## config.mk

```make
export PLATFORM = sky130hd
export DESIGN_NAME = rmii_tx_framer
export DESIGN_NICKNAME = d
export VERILOG_FILES = /design/src/rtl/rmii_pkg.sv /design/src/rtl/crc32_d2.sv /design/src/rtl/rmii_tx_framer.sv
export SDC_FILE = /design/constraint.sdc
export NUM_CORES = 1
export LEC_CHECK = 0
export ABC_CLOCK_PERIOD_IN_PS = 3590
export CAP_MARGIN = 20
export CORE_MARGIN = 2
export CORE_UTILIZATION = 25
export CTS_CLUSTER_DIAMETER = 150
export DETAILED_ROUTE_END_ITERATION = 10
export PLACE_DENSITY_LB_ADDON = 0.3
export SKIP_LAST_GASP = 1
export SYNTH_ARGS = -nofsm -noshare
export SYNTH_HDL_FRONTEND = slang
export SYNTH_SLANG_ARGS = --single-unit
```

## constraint.sdc

```tcl
create_clock -name clk -period 3.59 [get_ports clk]
set_clock_uncertainty 0.15 [all_clocks]
set_input_delay 0.718 -clock clk [delete_from_list [all_inputs] [get_ports clk]]
set_output_delay 0.718 -clock clk [all_outputs]
set_load 0.01 [all_outputs]
```

## src/rtl/rmii_pkg.sv

```systemverilog
// rtl/rmii_pkg.sv - shared states and constants for the RMII transmit path
package rmii_pkg;

    typedef enum logic [2:0] {
        IDLE,
        PRE,
        DATA,
        PAD,
        FCS,
        IFG
    } state_t;

    typedef enum logic [1:0] {
        CRC_OP_HOLD,
        CRC_OP_INIT,
        CRC_OP_UPD,
        CRC_OP_SHIFT
    } crc_op_t;

    localparam logic [7:0]  SFD      = 8'hD5;
    localparam logic [7:0]  PRE_BYTE = 8'h55;
    localparam logic [31:0] CRC_POLY = 32'hEDB88320;
    localparam logic [31:0] CRC_INIT = 32'hFFFFFFFF;

endpackage

```

## src/rtl/crc32_d2.sv

```systemverilog
// rtl/crc32_d2.sv - reflected CRC-32 next-state for one dibit, bit 0 first
module crc32_d2
    import rmii_pkg::*;
(
    input  logic [31:0] crc_i,
    input  logic [1:0]  dibit_i,
    output logic [31:0] crc_o
);

    logic [31:0] s1;

    assign s1    = {1'b0, crc_i[31:1]} ^ ((crc_i[0] ^ dibit_i[0]) ? CRC_POLY : 32'h0);
    assign crc_o = {1'b0, s1[31:1]}    ^ ((s1[0]    ^ dibit_i[1]) ? CRC_POLY : 32'h0);

endmodule

```

## src/rtl/rmii_tx_framer.sv

```systemverilog
// rtl/rmii_tx_framer.sv - RMII transmit framer: preamble/SFD, zero pad, CRC-32 FCS, IFG
module rmii_tx_framer
    import rmii_pkg::*;
#(
    parameter int PREAMBLE_BYTES = 7,
    parameter int MIN_FRAME      = 60,
    parameter int PAD_EN         = 1,
    parameter int IFG_BYTES      = 12
) (
    input  logic       clk,
    input  logic       resetn,
    input  logic [7:0] in_data,
    input  logic       in_valid,
    input  logic       in_last,
    output logic       in_ready,
    output logic       rmii_tx_en,
    output logic       rmii_tx0,
    output logic       rmii_tx1,
    output logic       busy,
    output logic       underrun
);

    localparam int CNT_W   = 16;
    localparam int BC_W    = (MIN_FRAME > 0) ? $clog2(MIN_FRAME + 1) : 1;
    localparam int IFG_CYC = IFG_BYTES * 4;

    localparam logic [CNT_W-1:0] PRE_LAST = CNT_W'((PREAMBLE_BYTES + 1) * 4 - 1);
    localparam logic [CNT_W-1:0] FCS_LAST = CNT_W'(15);
    // IFG state is one cycle short: the IDLE cycle that samples in_valid completes the gap
    localparam logic [CNT_W-1:0] IFG_LAST = CNT_W'((IFG_CYC >= 2) ? IFG_CYC - 2 : 0);
    localparam logic [BC_W-1:0]  MIN_BC   = BC_W'(MIN_FRAME);

    state_t           state_q, state_d;
    logic [CNT_W-1:0] cnt_q, cnt_d;
    logic [1:0]       dib_q, dib_d;
    logic [7:0]       sh_q, sh_d;
    logic             last_q, last_d;
    logic [BC_W-1:0]  byte_cnt_q, byte_cnt_d;
    logic [31:0]      crc_q, crc_d;
    logic             tx_en_q, tx_en_d;
    logic [1:0]       tx_q, tx_d;
    logic             in_ready_q, in_ready_d;
    logic             underrun_q, underrun_d;
    logic             busy_q, busy_d;

    crc_op_t          crc_op;
    logic [1:0]       crc_din;
    logic [31:0]      crc_nxt;
    logic             load, pad_start, fcs_start, abort;
    logic [BC_W-1:0]  bc_inc;

    assign bc_inc = (byte_cnt_q < MIN_BC) ? byte_cnt_q + BC_W'(1) : byte_cnt_q;

    crc32_d2 u_crc (
        .crc_i   (crc_q),
        .dibit_i (crc_din),
        .crc_o   (crc_nxt)
    );

    // State registers always describe the dibit currently on the pins
    always_comb begin
        state_d    = state_q;
        cnt_d      = cnt_q;
        dib_d      = dib_q;
        sh_d       = sh_q;
        last_d     = last_q;
        byte_cnt_d = byte_cnt_q;
        tx_en_d    = tx_en_q;
        tx_d       = tx_q;
        in_ready_d = 1'b0;
        underrun_d = 1'b0;
        crc_op     = CRC_OP_HOLD;
        crc_din    = 2'b00;
        load       = 1'b0;
        pad_start  = 1'b0;
        fcs_start  = 1'b0;
        abort      = 1'b0;

        case (state_q)
            IDLE: begin
                if (in_valid) begin
                    state_d    = PRE;
                    cnt_d      = '0;
                    tx_en_d    = 1'b1;
                    tx_d       = PRE_BYTE[1:0];
                    byte_cnt_d = '0;
                    crc_op     = CRC_OP_INIT;
                end
            end
            PRE: begin
                if (cnt_q != PRE_LAST) begin
                    cnt_d      = cnt_q + CNT_W'(1);
                    tx_d       = (cnt_d == PRE_LAST) ? SFD[7:6] : PRE_BYTE[1:0];
                    in_ready_d = (cnt_d == PRE_LAST);
                end else if (in_valid) begin
                    load = 1'b1;
                end else begin
                    abort = 1'b1;
                end
            end
            DATA: begin
                if (dib_q != 2'd3) begin
                    tx_d       = sh_q[1:0];
                    sh_d       = {2'b00, sh_q[7:2]};
                    crc_op     = CRC_OP_UPD;
                    crc_din    = sh_q[1:0];
                    dib_d      = dib_q + 2'd1;
                    in_ready_d = (dib_q == 2'd2) && !last_q;
                end else if (!last_q) begin
                    if (in_valid) begin
                        load = 1'b1;
                    end else begin
                        abort = 1'b1;
                    end
                end else if ((PAD_EN != 0) && (byte_cnt_q < MIN_BC)) begin
                    pad_start = 1'b1;
                end else begin
                    fcs_start = 1'b1;
                end
            end
            PAD: begin
                if (dib_q != 2'd3) begin
                    tx_d   = 2'b00;
                    crc_op = CRC_OP_UPD;
                    dib_d  = dib_q + 2'd1;
                end else if (byte_cnt_q < MIN_BC) begin
                    pad_start = 1'b1;
                end else begin
                    fcs_start = 1'b1;
                end
            end
            FCS: begin
                if (cnt_q != FCS_LAST) begin
                    cnt_d  = cnt_q + CNT_W'(1);
                    tx_d   = ~crc_q[1:0];
                    crc_op = CRC_OP_SHIFT;
                end else begin
                    state_d = IFG;
                    cnt_d   = '0;
                    tx_en_d = 1'b0;
                    tx_d    = 2'b00;
                end
            end
            IFG: begin
                if (cnt_q == IFG_LAST) begin
                    state_d = IDLE;
                    cnt_d   = '0;
                end else begin
                    cnt_d = cnt_q + CNT_W'(1);
                end
            end
            default: state_d = IDLE;
        endcase

        if (load) begin
            state_d    = DATA;
            tx_d       = in_data[1:0];
            sh_d       = {2'b00, in_data[7:2]};
            crc_op     = CRC_OP_UPD;
            crc_din    = in_data[1:0];
            dib_d      = 2'd0;
            last_d     = in_last;
            byte_cnt_d = bc_inc;
        end
        if (pad_start) begin
            state_d    = PAD;
            tx_d       = 2'b00;
            crc_op     = CRC_OP_UPD;
            dib_d      = 2'd0;
            last_d     = 1'b0;
            byte_cnt_d = bc_inc;
        end
        // The CRC register doubles as the FCS shift register once data is done
        if (fcs_start) begin
            state_d = FCS;
            cnt_d   = '0;
            tx_d    = ~crc_q[1:0];
            crc_op  = CRC_OP_SHIFT;
        end
        if (abort) begin
            state_d    = IFG;
            cnt_d      = '0;
            tx_en_d    = 1'b0;
            tx_d       = 2'b00;
            underrun_d = 1'b1;
        end

        busy_d = (state_d != IDLE);
    end

    always_comb begin
        crc_d = crc_q;
        case (crc_op)
            CRC_OP_INIT:  crc_d = CRC_INIT;
            CRC_OP_UPD:   crc_d = crc_nxt;
            CRC_OP_SHIFT: crc_d = {2'b00, crc_q[31:2]};
            default:      crc_d = crc_q;
        endcase
    end

    always_ff @(posedge clk or negedge resetn) begin
        if (!resetn) begin
            state_q    <= IDLE;
            cnt_q      <= '0;
            dib_q      <= 2'd0;
            sh_q       <= 8'h00;
            last_q     <= 1'b0;
            byte_cnt_q <= '0;
            crc_q      <= CRC_INIT;
            tx_en_q    <= 1'b0;
            tx_q       <= 2'b00;
            in_ready_q <= 1'b0;
            underrun_q <= 1'b0;
            busy_q     <= 1'b0;
        end else begin
            state_q    <= state_d;
            cnt_q      <= cnt_d;
            dib_q      <= dib_d;
            sh_q       <= sh_d;
            last_q     <= last_d;
            byte_cnt_q <= byte_cnt_d;
            crc_q      <= crc_d;
            tx_en_q    <= tx_en_d;
            tx_q       <= tx_d;
            in_ready_q <= in_ready_d;
            underrun_q <= underrun_d;
            busy_q     <= busy_d;
        end
    end

    assign in_ready   = in_ready_q;
    assign rmii_tx_en = tx_en_q;
    assign rmii_tx0   = tx_q[0];
    assign rmii_tx1   = tx_q[1];
    assign busy       = busy_q;
    assign underrun   = underrun_q;

endmodule

```

Yosys cells after proc, flatten, opt, wreduce, memory -nomap -nowiden
Index checks and enable logic that the tools add are counted.
- multipliers: 0
- shift-type cells: 0
- magnitude comparators: 1
- equality and inequality tests: 22
- div/mod/pow operators: 0
- bitwise logic cells: 5
- reductions and logical operators: 23
- add/subtract/negate cells: 3
- muxes and demuxes: 81
- operators by type and width (cell ; number):
    two-way mux 16 bit ; 6
    case mux 32 bit (3 select lines) ; 1
    two-way mux 32 bit ; 2
    case mux 16 bit (4 select lines) ; 1
    XOR 31 x 32 -> 32 bit ; 2
    two-way mux 2 bit ; 22
    two-way mux 6 bit ; 5
    two-way mux 1 bit ; 25
    two-way mux 8 bit ; 3
    inequality test 6 bit (second input constant) ; 4
    two-way mux 3 bit ; 7
    nonzero test 3 bit ; 7
    adder 16 x 1 -> 16 bit (second input constant) ; 1
    equality test 16 x 5 -> 1 bit (second input constant) ; 1
    equality test 16 x 6 -> 1 bit (second input constant) ; 1
    inequality test 16 x 4 -> 1 bit (second input constant) ; 1
    inequality test 16 x 5 -> 1 bit (second input constant) ; 1
    case mux 1 bit (2 select lines) ; 6
    case mux 3 bit (4 select lines) ; 1
    case mux 2 bit (5 select lines) ; 1
    nonzero test 9 bit ; 1
    inequality test 4 bit (second input constant) ; 2
    adder 6 x 1 -> 6 bit (second input constant) ; 1
    equality test 2 bit (second input constant) ; 3
    21 further kinds ; 30
- output and inout port bits: 6
- memories kept: 0
- input port bits: 12
- RAM bits: 0
- bits in latches: 0
- word-level logic and storage cells: 147
- bits in registers: 74
- bits in read-only memories: 0

Logic depth before layout (Yosys ltp)
- word-level depth: 12
- gate-level depth with buffers: 12
- mapped depth without buffers: 9

Hierarchy
Synthesis repeated with hierarchy kept, for this count alone.
- cell total of the unflattened synthesis: 441
- area total of the unflattened synthesis: 4475.5 µm²
- by module, submodules not included (module ; cells an instance ; instances ; sequential area each (µm²) ; area each (µm²)):
    rmii_tx_framer ; 405 ; 1 ; 1841.8 ; 4061.4
    crc32_d2 ; 36 ; 1 ; 0.0 ; 414.1

Worst setup path before layout
OpenSTA, ideal clock, no wires.
- path type: register to register
- start point: reg cnt_q[0]
- end point: reg crc_q[8]
- data arrival time: 2.403 ns
- period minus slack after synthesis: 2.633 ns
- cell stages (with the launch flop): 12
- buffers on the path: 3
- setup slack: 0.957 ns
- library setup time: 0.081 ns
- data required time: 3.359 ns
- cell sequence: dfrtp_1 > ha_1 > and3_1 > buf_6 > and4_1 > a21o_1 > buf_6 > a221o_1 > buf_6 > a2111o_1 > o2111ai_1 > nor2_1
- word-level cells in the longest chain between the ends: 9
- elaborated cells on any way between the ends: 21
- those cells by class: eq/ne: 5; mux: 11; bitwise: 4; reduce/logical: 1
- RTL lines (what ; RTL line ; RTL):
    from (decl) ; rmii_tx_framer.sv:34 ; logic [CNT_W-1:0] cnt_q, cnt_d;
    from (signal assigned) ; rmii_tx_framer.sv:217 ; cnt_q <= cnt_d;
    inequality test 16 x 5 -> 1 bit ; rmii_tx_framer.sv:91 ; if (cnt_q != PRE_LAST) begin
    two-way mux 1 bit ; rmii_tx_framer.sv:91 ;
    case mux 1 bit (2 select lines) ; rmii_tx_framer.sv:79 ; case (state_q)
    two-way mux 2 bit ; rmii_tx_framer.sv:155 ; if (load) begin
    XOR 1 bit ; crc32_d2.sv:12 ; assign s1 = {1'b0, crc_i[31:1]} ^ ((crc_i[0] ^ dibit_i[0]) ? CRC_POLY : 32'h0);
    two-way mux 32 bit ; crc32_d2.sv:12 ;
    XOR 31 x 32 -> 32 bit ; crc32_d2.sv:12 ;
    XOR 31 x 32 -> 32 bit ; crc32_d2.sv:13 ; assign crc_o = {1'b0, s1[31:1]} ^ ((s1[0] ^ dibit_i[1]) ? CRC_POLY : 32'h0);
    case mux 32 bit (3 select lines) ; rmii_tx_framer.sv:193 ; case (crc_op)
    to (signal assigned) ; rmii_tx_framer.sv:222 ; crc_q <= crc_d;
    to (decl) ; rmii_tx_framer.sv:39 ; logic [31:0] crc_q, crc_d;
Parallel ways exist; a longest one is shown, timed or not.
A chain may end at the register's enable or synchronous reset.

Final worst setup path
- start point: in in_valid
- end point: reg crc_q[26]
- word-level cells in the longest chain between the ends: 10
- elaborated cells on any way between the ends: 22
- those cells by class: eq/ne: 3; mux: 14; bitwise: 4; reduce/logical: 1
- RTL lines (what ; RTL line ; RTL):
    from (decl) ; rmii_tx_framer.sv:13 ; input logic in_valid,
    two-way mux 1 bit ; rmii_tx_framer.sv:81, rmii_tx_framer.sv:95, rmii_tx_framer.sv:110 ;
    two-way mux 1 bit ; rmii_tx_framer.sv:109 ; end else if (!last_q) begin
    two-way mux 1 bit ; rmii_tx_framer.sv:102 ; if (dib_q != 2'd3) begin
    case mux 1 bit (2 select lines) ; rmii_tx_framer.sv:79 ;
    two-way mux 2 bit ; rmii_tx_framer.sv:155 ;
    XOR 1 bit ; crc32_d2.sv:12 ;
    two-way mux 32 bit ; crc32_d2.sv:12 ;
    XOR 31 x 32 -> 32 bit ; crc32_d2.sv:12 ;
    XOR 31 x 32 -> 32 bit ; crc32_d2.sv:13 ;
    case mux 32 bit (3 select lines) ; rmii_tx_framer.sv:193 ;
Parallel ways exist; a longest one is shown, timed or not.

==> impl_results.md <==
* Tmin final at 3.242 ns
* CP peak stage delay at 0.62 ns
* Met3 Use GR at 2.485%
* Syn Area/Cell at 8.744 sq um
* CP Class: input pin to flip-flop
* Hold_buf cts at 0
* Clock sink total at 72
* # port buffers at 17
* Root buf cell: clkbuf_16
* Area Overhead vs Synth at 15.20%
* Slew HR at 39.28%
* Crit path max fanout at 20
* Status: finished, final reports clean
* Worst-margin pin slew at 0.9069 ns
* Buffers & Inverters on Critical Path at 1
* Final ANT Viol Nets at 0
* Commonest non-fill, non-tap cell in the layout: nand2_1
* Global-route wire length before repair at 19390 microns
* Longest Clk Path Bufs at 2
* Part of the cycle the worst path needs at 90.30%
* MaxCap Viol Count at 0
* Worst R2R End: crc_q[26]
* Worst vdd ir at 0.0002351 V
* Setup crit end kind: flip-flop
* CTS-repair resized insts at 0
* Antenna Cells at 0
* Initial DRC Count at 260
* Worst-Skew Late Latency at 0.35 ns
* CP cell instances: clkdlybuf4s50_1 > nor2b_1 > and3_1 > a21o_1 > a221o_1 > and2_1 > o2111ai_1 > nor2_1
* Reg-to-reg startpoint: cnt_q[0]
* Gr ovfl total at 0
* Kind of start point of the critical path: input pin
* Core area at 17420 sq um
* R2R depth at 8
* TritonCTS Buffers at 9
* Launch point of the worst path: in_valid
* Vias per inst at 5.112
* Gpl congestion at 0.8295
* Required time worst endpoint at 3.72 ns
* Top Family by Delay on Critical Path: simple AND/OR/NAND/NOR gates
* Critical path arrival at 3.37 ns
* Post-Synthesis Cells at 513
* Post-CTS setup buffers at 0
* Chip width at 138.0 microns
* Leak Pwr at 2.038 nW
* Grt met1 use at 17.60%
* Cell Area, Synth at 4486 sq um
* Fin. max-slew vios at 0
* Slowest CP cell: a221o_1
* Synth top area cells: dfrtp_1 22%, dfstp_2 19%, nand2_1 4.9%
* Vias in the first global route at 3706
* TritonRoute pass-1 iters at 4
* Biggest area consumer among synthesized cells: dfrtp_1
* Synth async-reset ratio at 100.0%
* Initial core utilization at 25.75%
* Via count at 3834
* NumNets Final at 537
* Num rows at 48
* # H-tree levels at 3
* Height of the chip at 138.0 microns
* Num ports at 18
* Worst-path clk slew at 0.07 ns
* Overall routing resource usage at 13.07%
* Yosys top cell area share at 22.32%
* FF+latch count, synth at 72
* Final TNS setup at 0 ns
* CTS tree: built
* Drt wl/cell at 15.42 microns
* HP Class: input pin to asynchronous set/reset pin
* Post-synthesis sequential area ratio at 41.06%
* Die area at 19030 sq um
* Synth warnings at 0
* Dpl hpwl at 7923 microns
* Routed wire length at 11570 microns
* Smallest hold slack at 0.2896 ns
* Setup slack, reg-to-reg at 0.46 ns
* Drt drc at 0
* GR Util met2 at 20.96%
* PD cells at 381.8 nW/um^2
* Max Fclk at 308.5 MHz
* Final setup fails at 0
* Layout cells sized above 1 at 15.43%
* GR peak layer: met2
* Unrepaired setup endpoints after global routing: false
* Distinct cells, synth at 67
* Top FF cell, synth: dfrtp_1
* Post-synth EDFFs at 0
* Initial antenna violation count at 0
* Fillcell total at 1854
* Largest net degree at the start of global routing at 33
* Most frequent cells in the layout: 58 x nand2_1, 56 x nor2_1, 40 x a21oi_1, 40 x dfrtp_1, 39 x o21ai_0
* Post-Syn Nets at 530
* Fin. Hold Viols at 0
-- final cells by class --
| class | count | area [sq um] | area share, % |
|---|---|---|---|
| Clock buffer | 13 | 304.0 | 5.884 |
| Inverter | 15 | 56.30 | 1.090 |
| Sequential cell | 72 | 1842 | 35.64 |
| Clock inverter | 3 | 16.27 | 0.3148 |
| Timing Repair Buffer | 35 | 300.3 | 5.811 |
| Tap cell | 225 | 281.5 | 5.448 |
| Multi-Input combinational cell | 387 | 2367 | 45.81 |
-- cells by family after synthesis --
group	share of synthesized area, %
AOI/OAI and AO/OA	20.22
and+or+nand+nor	25.75
adders and majority gates	1.395
xor gates and xnor gates	4.296
buffers and inverters	6.164
DFF	41.06
muxes	1.116
-- worst max-delay path by stage --
stage / end / slack, ns / cells after the start
finish: crc_q[26] / 0.35 / 8
CTS: crc_q[20] / 0.38 / 8
detailed placement: crc_q[26] / 0.02 / 8
global placement: crc_q[26] / 0.13 / 8
floorplan: crc_q[8] / 0.96 / 11
global route: crc_q[20] / 0.17 / 8
-- worst reg2reg max path: stages, from the launching register on --
cell and delay (ns):
dfrtp_1 0.43, ha_1 0.27, and3_1 0.35, and4_1 0.34, a21o_1 0.16, a221o_1 0.62
and2_1 0.41, o2111ai_1 0.20, nor2_1 0.13
-- stage by stage --
stage	cell area [sq um]	utilization (%)	setup slack (ns)	total power, mW	instances
global route	5167	29.67	0.1748	2.056	750
global placement	4847	27.83	0.1349	1.030	734
finish	5167	29.67	0.3483	1.973	750
CTS	5167	29.67	0.3824	2.002	750
floorplan	4486	-	0.9567	0.9712	513
detailed placement	4847	27.83	0.01930	1.035	734
-- power by group --
group	switching (mW)	leakage, nW	internal [mW]
clock	0.360	0.161	0.593
sequential	0.0229	0.847	0.851
combinational	0.0912	1.03	0.0545
-- registers in the layout, summed over array words and instances, names as in the netlist, 2 cells and up --
name,count
crc_q,32
cnt_q,16
byte_cnt_q,6
sh_q,6
state_q,3
dib_q,2
tx_q,2
-- cells in the mapped netlist (5+ instances only) --
library cell	n
dfrtp_1	40
and4_1	5
o22ai_1	7
inv_1	15
o21ai_0	39
o31ai_1	8
nand2b_1	6
mux2i_1	5
a21oi_1	40
nor2b_1	6
a2111o_1	6
clkbuf_1	11
o2111ai_1	7
xnor2_1	5
ha_1	5
a211oi_1	8
buf_2	19
nand4_1	13
nand3_1	9
buf_6	5
nand4b_1	7
nand3b_1	5
nor2_1	56
and3_1	10
xor2_1	17
nand2_1	58
nor3_1	14
dfstp_2	32
a31oi_1	7
-- routing by layer --
metal  part of all wire, %  wire (microns)
met5                     0               0
met4                   1.1             125
met3                   3.7             423
met2                    47            5428
met1                    48            5590
(Power assumes the default switching activity.)
